===== config.mk =====
export PLATFORM = sky130hd
export DESIGN_NAME = sram_bist_master_flat
export DESIGN_NICKNAME = d
export VERILOG_FILES = /design/src/rtl/sram_bist_pkg.sv /design/src/rtl/sram_bist_if.sv /design/src/rtl/sram_bist_checker.sv /design/src/rtl/sram_bist_master.sv /design/src/flat_wrapper.sv
export SDC_FILE = /design/constraint.sdc
export NUM_CORES = 1
export LEC_CHECK = 0
export ABC_AREA = 1
export CAP_MARGIN = 40
export CORE_ASPECT_RATIO = 0.6
export CORE_UTILIZATION = 55
export CTS_CLUSTER_SIZE = 25
export DETAILED_ROUTE_END_ITERATION = 8
export HOLD_SLACK_MARGIN = 0.12
export PLACE_DENSITY = 0.84
export RECOVER_POWER = 50
export SLEW_MARGIN = 40
export SYNTH_ARGS = -nofsm -noshare
export SYNTH_HDL_FRONTEND = slang
export SYNTH_HIERARCHICAL = 1
export SYNTH_SLANG_ARGS = --single-unit
export TNS_END_PERCENT = 10

===== constraint.sdc =====
create_clock -name clk -period 2.75 [get_ports clk]
set_input_delay 0.4125 -clock clk [delete_from_list [all_inputs] [get_ports clk]]
set_output_delay 0.4125 -clock clk [all_outputs]
set_load 0.01 [all_outputs]

===== src/rtl/sram_bist_pkg.sv =====
// Shared types and helpers for the SRAM BIST master.
// FSM encodings, test phase and expected-pattern function.
package sram_bist_pkg;

    localparam logic [2:0] S_IDLE      = 3'd0;
    localparam logic [2:0] S_ISSUE     = 3'd1;
    localparam logic [2:0] S_WAIT_BUSY = 3'd2;
    localparam logic [2:0] S_WAIT_IDLE = 3'd3;
    localparam logic [2:0] S_DONE      = 3'd4;

    typedef enum logic {
        PH_WRITE = 1'b0,
        PH_READ  = 1'b1
    } phase_e;

    // Pattern is address xor seed, inverted on the second pass.
    function automatic logic [31:0] exp_data(
        input logic [31:0] addr,
        input logic [31:0] seed,
        input logic        inv
    );
        return (addr ^ seed) ^ {32{inv}};
    endfunction

endpackage


===== src/rtl/sram_bist_if.sv =====
// User-port bundle between the BIST master and the SRAM controller.
// Master drives requests, slave returns busy / read data.
interface sram_bist_if #(
    parameter int ADDR_W = 19,
    parameter int DATA_W = 8
);
    logic              start_o;
    logic              rw_o;
    logic [ADDR_W-1:0] addr_o;
    logic [DATA_W-1:0] wdata_o;
    logic              busy_i;
    logic              data_ready_i;
    logic [DATA_W-1:0] rdata_i;

    modport master (
        output start_o, rw_o, addr_o, wdata_o,
        input  busy_i, data_ready_i, rdata_i
    );

    modport slave (
        input  start_o, rw_o, addr_o, wdata_o,
        output busy_i, data_ready_i, rdata_i
    );
endinterface


===== src/rtl/sram_bist_checker.sv =====
// Read-back comparison and error bookkeeping for the BIST.
// Error counter saturates; first failure is captured once.
module sram_bist_checker #(
    parameter int ADDR_W   = 19,
    parameter int DATA_W   = 8,
    parameter int ERRCNT_W = 20
) (
    input  logic                clk,
    input  logic                rst,
    input  logic                clr,
    input  logic                cmp_en,
    input  logic [ADDR_W-1:0]   addr,
    input  logic [DATA_W-1:0]   rdata,
    input  logic [DATA_W-1:0]   exp,
    output logic [ERRCNT_W-1:0] err_count,
    output logic [ADDR_W-1:0]   first_err_addr,
    output logic [DATA_W-1:0]   first_err_data
);
    logic [ERRCNT_W-1:0] err_q, err_d;
    logic [ADDR_W-1:0]   faddr_q, faddr_d;
    logic [DATA_W-1:0]   fdata_q, fdata_d;

    // Count mismatches; an empty counter marks the first one.
    always_comb begin
        err_d   = err_q;
        faddr_d = faddr_q;
        fdata_d = fdata_q;
        if (clr) begin
            err_d   = '0;
            faddr_d = '0;
            fdata_d = '0;
        end else if (cmp_en && (rdata != exp)) begin
            if (err_q != '1) begin
                err_d = err_q + ERRCNT_W'(1);
            end
            if (err_q == '0) begin
                faddr_d = addr;
                fdata_d = rdata;
            end
        end
    end

    // Error state registers.
    always_ff @(posedge clk or posedge rst) begin
        if (rst) begin
            err_q   <= '0;
            faddr_q <= '0;
            fdata_q <= '0;
        end else begin
            err_q   <= err_d;
            faddr_q <= faddr_d;
            fdata_q <= fdata_d;
        end
    end

    assign err_count      = err_q;
    assign first_err_addr = faddr_q;
    assign first_err_data = fdata_q;
endmodule


===== src/rtl/sram_bist_master.sv =====
// Two-pass write/read-back SRAM self test driving the controller
// user port; reports pass, error summary and handshake timeout.
module sram_bist_master
    import sram_bist_pkg::*;
#(
    parameter int ADDR_W    = 19,
    parameter int DATA_W    = 8,
    parameter int LAST_ADDR = 2**19-1,
    parameter int TIMEOUT   = 15,
    parameter int ERRCNT_W  = 20
) (
    input  logic                clk,
    input  logic                rst,
    input  logic                go,
    input  logic [DATA_W-1:0]   seed,
    sram_bist_if.master         bus,
    output logic                running,
    output logic                done,
    output logic                pass,
    output logic [ERRCNT_W-1:0] err_count,
    output logic [ADDR_W-1:0]   first_err_addr,
    output logic [DATA_W-1:0]   first_err_data,
    output logic                timeout_err
);
    localparam int TO_W = $clog2(TIMEOUT + 1);

    logic [2:0]        state_q, state_d;
    phase_e            phase_q, phase_d;
    logic [ADDR_W-1:0] addr_q, addr_d;
    logic [DATA_W-1:0] seed_q, seed_d;
    logic              pass_q, pass_d;
    logic [TO_W-1:0]   to_cnt_q, to_cnt_d;
    logic              running_q, running_d;
    logic              done_q, done_d;
    logic              timeout_q, timeout_d;
    logic              clr;
    logic              cmp_en;
    logic              accept;
    logic [DATA_W-1:0] exp_cur;

    assign exp_cur = DATA_W'(exp_data(32'(addr_q), 32'(seed_q), pass_q));
    assign accept  = bus.busy_i && (phase_q == PH_WRITE || bus.data_ready_i);

    // Sequencer: issue one op, wait for busy, wait for idle, advance.
    always_comb begin
        state_d   = state_q;
        phase_d   = phase_q;
        addr_d    = addr_q;
        seed_d    = seed_q;
        pass_d    = pass_q;
        to_cnt_d  = to_cnt_q;
        running_d = running_q;
        done_d    = done_q;
        timeout_d = timeout_q;
        clr       = 1'b0;
        cmp_en    = 1'b0;
        case (state_q)
            S_IDLE, S_DONE: begin
                if (go) begin
                    seed_d    = seed;
                    clr       = 1'b1;
                    done_d    = 1'b0;
                    timeout_d = 1'b0;
                    pass_d    = 1'b0;
                    phase_d   = PH_WRITE;
                    addr_d    = '0;
                    running_d = 1'b1;
                    state_d   = S_ISSUE;
                end
            end
            S_ISSUE: begin
                to_cnt_d = '0;
                state_d  = S_WAIT_BUSY;
            end
            S_WAIT_BUSY: begin
                if (accept) begin
                    cmp_en  = (phase_q == PH_READ);
                    state_d = S_WAIT_IDLE;
                end else if (to_cnt_q == TO_W'(TIMEOUT)) begin
                    timeout_d = 1'b1;
                    running_d = 1'b0;
                    done_d    = 1'b1;
                    state_d   = S_DONE;
                end else begin
                    to_cnt_d = to_cnt_q + TO_W'(1);
                end
            end
            S_WAIT_IDLE: begin
                if (!bus.busy_i) begin
                    state_d = S_ISSUE;
                    if (addr_q != ADDR_W'(LAST_ADDR)) begin
                        addr_d = addr_q + ADDR_W'(1);
                    end else if (phase_q == PH_WRITE) begin
                        phase_d = PH_READ;
                        addr_d  = '0;
                    end else if (!pass_q) begin
                        pass_d  = 1'b1;
                        phase_d = PH_WRITE;
                        addr_d  = '0;
                    end else begin
                        running_d = 1'b0;
                        done_d    = 1'b1;
                        state_d   = S_DONE;
                    end
                end
            end
            default: state_d = S_IDLE;
        endcase
    end

    // Sequencer state registers.
    always_ff @(posedge clk or posedge rst) begin
        if (rst) begin
            state_q   <= S_IDLE;
            phase_q   <= PH_WRITE;
            addr_q    <= '0;
            seed_q    <= '0;
            pass_q    <= 1'b0;
            to_cnt_q  <= '0;
            running_q <= 1'b0;
            done_q    <= 1'b0;
            timeout_q <= 1'b0;
        end else begin
            state_q   <= state_d;
            phase_q   <= phase_d;
            addr_q    <= addr_d;
            seed_q    <= seed_d;
            pass_q    <= pass_d;
            to_cnt_q  <= to_cnt_d;
            running_q <= running_d;
            done_q    <= done_d;
            timeout_q <= timeout_d;
        end
    end

    sram_bist_checker #(
        .ADDR_W   (ADDR_W),
        .DATA_W   (DATA_W),
        .ERRCNT_W (ERRCNT_W)
    ) u_checker (
        .clk            (clk),
        .rst            (rst),
        .clr            (clr),
        .cmp_en         (cmp_en),
        .addr           (addr_q),
        .rdata          (bus.rdata_i),
        .exp            (exp_cur),
        .err_count      (err_count),
        .first_err_addr (first_err_addr),
        .first_err_data (first_err_data)
    );

    assign bus.start_o  = (state_q == S_ISSUE);
    assign bus.rw_o     = (phase_q == PH_READ);
    assign bus.addr_o   = addr_q;
    assign bus.wdata_o  = exp_cur;
    assign running      = running_q;
    assign done         = done_q;
    assign timeout_err  = timeout_q;
    assign pass         = done_q && (err_count == '0) && !timeout_q;
endmodule

===== src/flat_wrapper.sv =====
// flat-port wrapper written by rule: the top's interface ports become plain ports
module sram_bist_master_flat import sram_bist_pkg::*;
#(
    parameter int ADDR_W    = 19,
    parameter int DATA_W    = 8,
    parameter int LAST_ADDR = 2**19-1,
    parameter int TIMEOUT   = 15,
    parameter int ERRCNT_W  = 20
)
  (clk, rst, go, seed, running, done, pass, err_count, first_err_addr, first_err_data, timeout_err, bus_start_o, bus_rw_o, bus_addr_o, bus_wdata_o, bus_busy_i, bus_data_ready_i, bus_rdata_i);
  sram_bist_if #(.ADDR_W(ADDR_W), .DATA_W(DATA_W)) bus_i ();
  input  logic clk;
  input  logic rst;
  input  logic go;
  input  logic [DATA_W-1:0] seed;
  output logic running;
  output logic done;
  output logic pass;
  output logic [ERRCNT_W-1:0] err_count;
  output logic [ADDR_W-1:0] first_err_addr;
  output logic [DATA_W-1:0] first_err_data;
  output logic timeout_err;
  output wire logic [$bits(bus_i.start_o)-1:0] bus_start_o;
  output wire logic [$bits(bus_i.rw_o)-1:0] bus_rw_o;
  output wire logic [$bits(bus_i.addr_o)-1:0] bus_addr_o;
  output wire logic [$bits(bus_i.wdata_o)-1:0] bus_wdata_o;
  input wire logic [$bits(bus_i.busy_i)-1:0] bus_busy_i;
  input wire logic [$bits(bus_i.data_ready_i)-1:0] bus_data_ready_i;
  input wire logic [$bits(bus_i.rdata_i)-1:0] bus_rdata_i;
  assign bus_start_o = bus_i.start_o;
  assign bus_rw_o = bus_i.rw_o;
  assign bus_addr_o = bus_i.addr_o;
  assign bus_wdata_o = bus_i.wdata_o;
  assign bus_i.busy_i = bus_busy_i;
  assign bus_i.data_ready_i = bus_data_ready_i;
  assign bus_i.rdata_i = bus_rdata_i;
  sram_bist_master #(.ADDR_W(ADDR_W), .DATA_W(DATA_W), .LAST_ADDR(LAST_ADDR), .TIMEOUT(TIMEOUT), .ERRCNT_W(ERRCNT_W)) u_core (.clk(clk), .rst(rst), .go(go), .seed(seed), .bus(bus_i), .running(running), .done(done), .pass(pass), .err_count(err_count), .first_err_addr(first_err_addr), .first_err_data(first_err_data), .timeout_err(timeout_err));
endmodule

==> flow_metrics.env, run 1 <==
export IMPL_worst_endpoint_arrival_ps=1980
export IMPL_finalCritPeriodShare_pct=87.0
export IMPL_first_pass_iters=5
export IMPL_avgSynthCellArea_um2=7.19
export IMPL_crit_path_max_fanout=7
export IMPL_post_drt_via_cell_ratio=5.48
export IMPL_ctsHoldBuffers=0
export IMPL_reg2reg_to="u_core/u_checker/first_err_addr[10]"
export IMPL_layout_overhead_on_the_synthesized_area_pct=26.3
export IMPL_synth_enable_flop_cells=0
export IMPL_most_common_layout_cells="234 x nand2_1, 107 x nor2_1, 86 x dfrtp_1"
export IMPL_drtAntennaViolNets=0
export IMPL_die_height_um=77.7
export IMPL_postCtsSetupRepairBufs=0
export IMPL_cts_buffer_depth=2
export IMPL_globalRouteTotalUtil_pct=31.8
export IMPL_setup_violations=0
export IMPL_worstMarginPinSlew_ps=1210
export IMPL_drt_total_wl_um=15100
export IMPL_worstPathCellList="xnor2_1, xor2_1, clkdlybuf4s50_1"
export IMPL_worstPathRequired_ps=2340
export IMPL_max_clock_freq_mhz=418
export IMPL_drv_slew=0
export IMPL_worst_setup_ep_type="output pin"
export IMPL_hpwlAfterDp_um=10900
export IMPL_num_nets_final=854
export IMPL_die_x_um=128
export IMPL_syn_cell_area_mm2=0.00525
export IMPL_cpMaxStageDelayCell="clkdlybuf4s50_1"
export IMPL_num_io_pins=101
export IMPL_timing_hold_worst_path_depth=2
export IMPL_postSynthCellCount=731
export IMPL_stdcell_area_mm2=0.00663
export IMPL_cts_made_buffers=9
export IMPL_cts_resized=0
export IMPL_clkLatencyLatePin_ps=340
export IMPL_synth_warnings=6
export IMPL_synth_flop_type="dfrtp_1"
export IMPL_route_vias_total=5282
export IMPL_ys_async_sr_fraction_pct=100
export IMPL_min_delay_path_class="reg2reg"
export IMPL_most_common_cell_after_layout_fill_and_taps_aside="nand2_1"
export IMPL_grt_max_degree=48
export IMPL_timing_max_slew_rel_slack_pct=19.3
export IMPL_synth_net_count=756
export IMPL_worstHoldStart="u_core/running"
export IMPL_clock_skew_ps=7.39
export IMPL_antenna_cells=0
export IMPL_drt_wirelength_per_cell_um=15.7
export IMPL_cpPeakStageDelay_ps=600
export IMPL_total_overflow_reported_by_the_global_router=0
export IMPL_reg2reg_slack_ps=430
export IMPL_drc_errors=0
export IMPL_finalWeightedCongestion=0.912
export IMPL_fp_rows=27
export IMPL_cts_reportedPaths_clkPinSlew_ps=60
export IMPL_numClockSinks=86
export IMPL_fin_crit_ps=2390
export IMPL_grt_setup_unrepaired="false"
export IMPL_run_status="finished, final reports clean"
export IMPL_postPlaceCellArea_mm2=0.00634
export IMPL_grt_first_pass_wirelength_um=24400
export IMPL_yosys_cell_types_count=33
export IMPL_leakagePower_nw=3.17
export IMPL_critical_path_startpoint_type="flop"
export IMPL_die_area_mm2=0.00996
export IMPL_min_delay_worst_endpoint="u_core/running"
export IMPL_cts_max_level=3
export IMPL_drt_iter0_markers=633
export IMPL_critPathTopFamily="buffers and inverters"
export IMPL_cts_tree="yes"
export IMPL_maxCapViolations=0
export IMPL_clock_root_buffer="clkbuf_16"
export IMPL_worstPathBufferInverterCount=1
export IMPL_yosysSeqAreaShare_pct=41.0
export IMPL_initial_antenna_violation_count=0
export IMPL_core_region_area_mm2=0.00922
export IMPL_power_density_mw_per_mm2=979
export IMPL_yosys_register_bits=86
export IMPL_setup_tns_ps=0
export IMPL_vdd_ir_drop_worst_mv=0.436
export IMPL_start_util_pct=57.0
export IMPL_io_buffers=100
export IMPL_post_layout_total_power_mw=6.49
export IMPL_worstRegToRegCells=12
export IMPL_hold_viol_final=0
export IMPL_share_of_layout_cells_above_drive_strength_1_pct=7.07
export IMPL_path_class="reg2out"
export IMPL_timing_rr_start="u_core/bus.addr_o[4]"
export IMPL_grt_pass1_vias=4815
cells in the mapped netlist (6+ instances only):
cell type	instances	area [µm²]
nor2_2	6	37.5
buf_6	8	90.1
clkbuf_1	7	26.3
nor2_1	108	405
a21oi_1	10	50.1
o21ai_1	11	55.1
nor3_1	8	40.0
buf_2	8	40.0
xnor2_1	20	175
nand3_1	74	370
nand4_1	7	43.8
o21ai_0	10	50.1
nand2_2	10	62.6
nand2_1	234	878
inv_1	69	259
xor2_1	23	201
dfrtp_1	86	2150
routing by layer:
metal  track usage, %  up-vias  share of wire [%]
li1                 -     2470                  -
met1             48.2     2494                 46
met2             46.8      297                 43
met3             5.59       21                 10
met4             8.24        0                1.2
met5                0        -                  0
worst max path at each step:
| stage | from | endpoint | slack, ps | cells past startpoint |
|---|---|---|---|---|
| 6_report | u_core/bus.addr_o[4] | bus_wdata_o[4] | 360 | 3 |
| 3_5_place_dp | bus_busy_i | u_core/u_checker/first_err_addr[10] | 270 | 11 |
| 4_1_cts | u_core/bus.addr_o[5] | bus_wdata_o[5] | 340 | 3 |
| 5_1_grt | u_core/bus.addr_o[4] | u_core/u_checker/first_err_addr[5] | 250 | 12 |
| 3_3_place_gp | bus_busy_i | u_core/u_checker/first_err_addr[16] | 420 | 11 |
| 2_1_floorplan | u_core/bus.addr_o[3] | u_core/u_checker/first_err_addr[10] | 710 | 12 |
report_power, final:
group	internal [mW]	switching, mW	total, mW
Clock	0.753	0.491	1.24
Combinational	1.35	1.83	3.19
Sequential	1.60	0.462	2.06
Total	3.71	2.79	6.49
kinds of logic after synthesis:
| logic type | count (synthesis) | synth area share (%) |
|---|---|---|
| compound gates | 36 | 3.72 |
| xor+xnor | 43 | 7.17 |
| fa+ha+maj | 4 | 0.953 |
| buf+inv | 98 | 8.48 |
| flops | 86 | 41.0 |
| simple gates | 464 | 38.7 |
worst min-delay path, delay by kind of cell (launching register included):
family / cells / cell delay (ps)
DFF: 1 / 340
and+or+nand+nor: 2 / 100
final cells by class:
class,instances,area [µm²]
Clock buffer,13,260
Clock inverter,3,42.5
Fill cell,720,2590
Inverter,73,274
Multi-Input combinational cell,547,2660
Sequential cell,86,2150
Tap cell,130,163
Timing Repair Buffer,112,1080
registers in the layout, summed over array words and instances (netlist names):
signal	count
u_core/u_checker/err_count	20
u_core/bus.addr_o	19
u_core/u_checker/first_err_addr	19
u_core/seed_q	8
u_core/u_checker/first_err_data	8
u_core/to_cnt_q	4
u_core/state_q	3
u_core/bus.rw_o	1
u_core/done	1
u_core/pass_q	1
u_core/running	1
u_core/timeout_err	1
stage by stage:
stage / util [%] / hold WS, ps / cells / setup WS [ps]
after floorplan: - / 456 / 731 / 711
after global placement: 68.8 / 461 / 948 / 416
after detailed placement: 68.8 / 466 / 948 / 274
after CTS: 72.1 / 480 / 964 / 342
after global routing: 71.9 / 502 / 964 / 251
final: 71.9 / 472 / 964 / 357
Power figures use the tool's default switching activity.
==> run 2: changes to the inputs <==
--- a/config.mk
+++ b/config.mk
@@ -9,6 +9,7 @@
 export CAP_MARGIN = 40
 export CORE_ASPECT_RATIO = 0.6
 export CORE_UTILIZATION = 55
+export CTS_CLUSTER_DIAMETER = 200
 export CTS_CLUSTER_SIZE = 25
 export DETAILED_ROUTE_END_ITERATION = 8
 export HOLD_SLACK_MARGIN = 0.12
==> results of run 2 <==
Same layout as run 1: the final DEF is identical, and so are final timing and power.
==> run 3: changes to the inputs <==
--- a/config.mk
+++ b/config.mk
@@ -8,12 +8,12 @@
 export ABC_AREA = 1
 export CAP_MARGIN = 40
 export CORE_ASPECT_RATIO = 0.6
-export CORE_UTILIZATION = 55
+export CORE_UTILIZATION = 57
 export CTS_CLUSTER_DIAMETER = 200
 export CTS_CLUSTER_SIZE = 25
 export DETAILED_ROUTE_END_ITERATION = 8
 export HOLD_SLACK_MARGIN = 0.12
-export PLACE_DENSITY = 0.84
+export PLACE_DENSITY = 0.87
 export RECOVER_POWER = 50
 export SLEW_MARGIN = 40
 export SYNTH_ARGS = -nofsm -noshare
==> constraint.sdc (replaced) <==
create_clock -name clk -period 2.75 [get_ports clk]
set_input_delay 0.55 -clock clk [delete_from_list [all_inputs] [get_ports clk]]
set_output_delay 0.55 -clock clk [all_outputs]
set_load 0.01 [all_outputs]
==> run 3 against run 2 <==
  * Clock skew is 0.54 ps higher
  * First-iteration DRC count increased by 4.7%
  * Via count grew 1.7%
  * Worst setup slack got worse by 200 ps
  * Critical endpoint is now bus_wdata_o[7]
  * Largest power group unchanged
==> flow_metrics.env, run 3 (same netlist as run 1, synthesis figures left out) <==
export IMPL_run_status="finished, final reports clean"
export IMPL_core_region_area_mm2=0.00872
export IMPL_worstHoldStart="u_core/running"
export IMPL_drt_total_wl_um=15800
export IMPL_die_height_um=76.4
export IMPL_timing_rr_start="u_core/bus.addr_o[7]"
export IMPL_power_frac_seq_pct=31.9
export IMPL_timing_max_slew_rel_slack_pct=22.8
export IMPL_cts_reportedPaths_clkPinSlew_ps=60
export IMPL_grt_pass1_vias=5084
export IMPL_setup_tns_ps=0
export IMPL_internal_power_mw=3.73
export IMPL_hold_viol_final=0
export IMPL_min_delay_path_class="reg2reg"
export IMPL_vdd_ir_drop_worst_mv=0.465
export IMPL_clock_skew_ps=7.94
export IMPL_antenna_cells=0
export IMPL_clkLatencyLatePin_ps=340
export IMPL_start_util_pct=60.2
export IMPL_timing_hold_worst_path_depth=2
export IMPL_cts_max_level=3
export IMPL_drtAntennaViolNets=0
export IMPL_max_clock_freq_mhz=385
export IMPL_drv_slew=0
export IMPL_switching_share_of_power_pct=43.2
export IMPL_stdcell_area_mm2=0.00660
export IMPL_grt_setup_unrepaired="false"
export IMPL_path_class="reg2out"
export IMPL_die_area_mm2=0.00962
export IMPL_worst_endpoint_arrival_ps=2050
export IMPL_cts_buffer_depth=2
export IMPL_fp_rows=26
export IMPL_worstMarginPinSlew_ps=1160
export IMPL_postPlaceCellArea_mm2=0.00632
export IMPL_total_overflow_reported_by_the_global_router=0
export IMPL_drt_iter0_markers=663
export IMPL_first_pass_iters=9
export IMPL_share_clk_of_total_power_pct=19.5
export IMPL_cp_startpoint="u_core/bus.addr_o[7]"
export IMPL_cts_resized=0
export IMPL_drc_errors=0
export IMPL_worstRegToRegCells=12
export IMPL_leakagePower_nw=3.15
export IMPL_hpwlAfterDp_um=11400
export IMPL_fin_crit_ps=2600
export IMPL_cts_made_buffers=9
export IMPL_utilization_pct=75.7
export IMPL_route_vias_total=5373
export IMPL_layout_overhead_on_the_synthesized_area_pct=25.6
export IMPL_initial_antenna_violation_count=0
export IMPL_postCtsSetupRepairBufs=0
export IMPL_finalCritPeriodShare_pct=94.4
export IMPL_clock_root_buffer="clkbuf_16"
export IMPL_num_io_pins=101
export IMPL_post_drt_via_cell_ratio=5.70
export IMPL_io_buffers=100
export IMPL_drt_wirelength_per_cell_um=16.8
export IMPL_share_of_layout_cells_above_drive_strength_1_pct=6.74
export IMPL_critical_path_startpoint_type="flop"
export IMPL_globalRouteTotalUtil_pct=33.8
export IMPL_power_density_mw_per_mm2=996
export IMPL_setup_violations=0
export IMPL_reg2reg_to="u_core/u_checker/err_count[14]"
export IMPL_most_common_layout_cells="234 x nand2_1, 108 x nor2_1, 86 x dfrtp_1"
export IMPL_worstPathRequired_ps=2200
export IMPL_p_sw_mw=2.84
export IMPL_cts_tree="yes"
export IMPL_worst_setup_ep_type="output pin"
export IMPL_most_common_cell_after_layout_fill_and_taps_aside="nand2_1"
export IMPL_numClockSinks=86
export IMPL_die_x_um=126
export IMPL_crit_path_max_fanout=7
export IMPL_grt_first_pass_wirelength_um=25300
export IMPL_largest_reg_flops=20
export IMPL_reg2reg_slack_ps=290
export IMPL_min_delay_worst_endpoint="u_core/running"
export IMPL_fillers=637
export IMPL_combinationalPowerShare_pct=48.6
export IMPL_num_nets_final=852
export IMPL_ctsHoldBuffers=0
export IMPL_grt_max_degree=36
export IMPL_finalWeightedCongestion=0.918
export IMPL_maxCapViolations=0
-- run 3: worst max path at each step --
stage | endpoint | depth (start not counted)
floorplan | u_core/u_checker/first_err_addr[10] | 12
global placement | u_core/u_checker/err_count[15] | 11
detailed placement | u_core/u_checker/err_count[1] | 11
CTS | bus_wdata_o[6] | 3
global route | bus_wdata_o[7] | 3
finish | bus_wdata_o[7] | 3
-- run 3: area by class of cell --
type / count / area (µm²) / area share (%)
clock buffer: 10 / 229 / 3.47
sequential: 86 / 2150 / 32.6
timing repair buffer: 110 / 1070 / 16.2
multi-input combinational: 547 / 2660 / 40.3
inverter: 73 / 274 / 4.15
tap: 112 / 140 / 2.12
clock inverter: 5 / 75.1 / 1.14
-- run 3: per-stage QoR --
step / power, mW / setup WS [ps] / hold WS, ps / std cells
detailed placement: 5.27 / 153 / 468 / 928
floorplan: 3.99 / 711 / 456 / 731
finish: 6.57 / 155 / 474 / 943
CTS: 6.56 / 176 / 483 / 943
global placement: 5.11 / 210 / 457 / 928
global route: 6.94 / 97.7 / 511 / 943
-- run 3: power groups by stage --
stage               clock [mW]  sequential, mW  combinational [mW]
floorplan                    0            2.07                1.93
detailed placement           0            2.10                3.17
global placement             0            2.08                3.04
CTS                       1.29            2.08                3.19
global route              1.33            2.14                3.47
finish                    1.28            2.09                3.19
-- run 3: critical path: stages (launching register included) --
cell,delay [ps]
dfrtp_1,570
xnor2_1,180
xor2_1,340
clkdlybuf4s50_1,610
-- run 3: layer usage --
| layer | global-route usage [%] | vias to the layer above | share of wire, % |
|---|---|---|---|
| li1 | - | 2459 | - |
| met1 | 47.4 | 2502 | 43 |
| met4 | 10.1 | 0 | 2.2 |
| met3 | 9.69 | 53 | 11 |
| met5 | 0 | - | 0 |
| met2 | 50.9 | 359 | 44 |
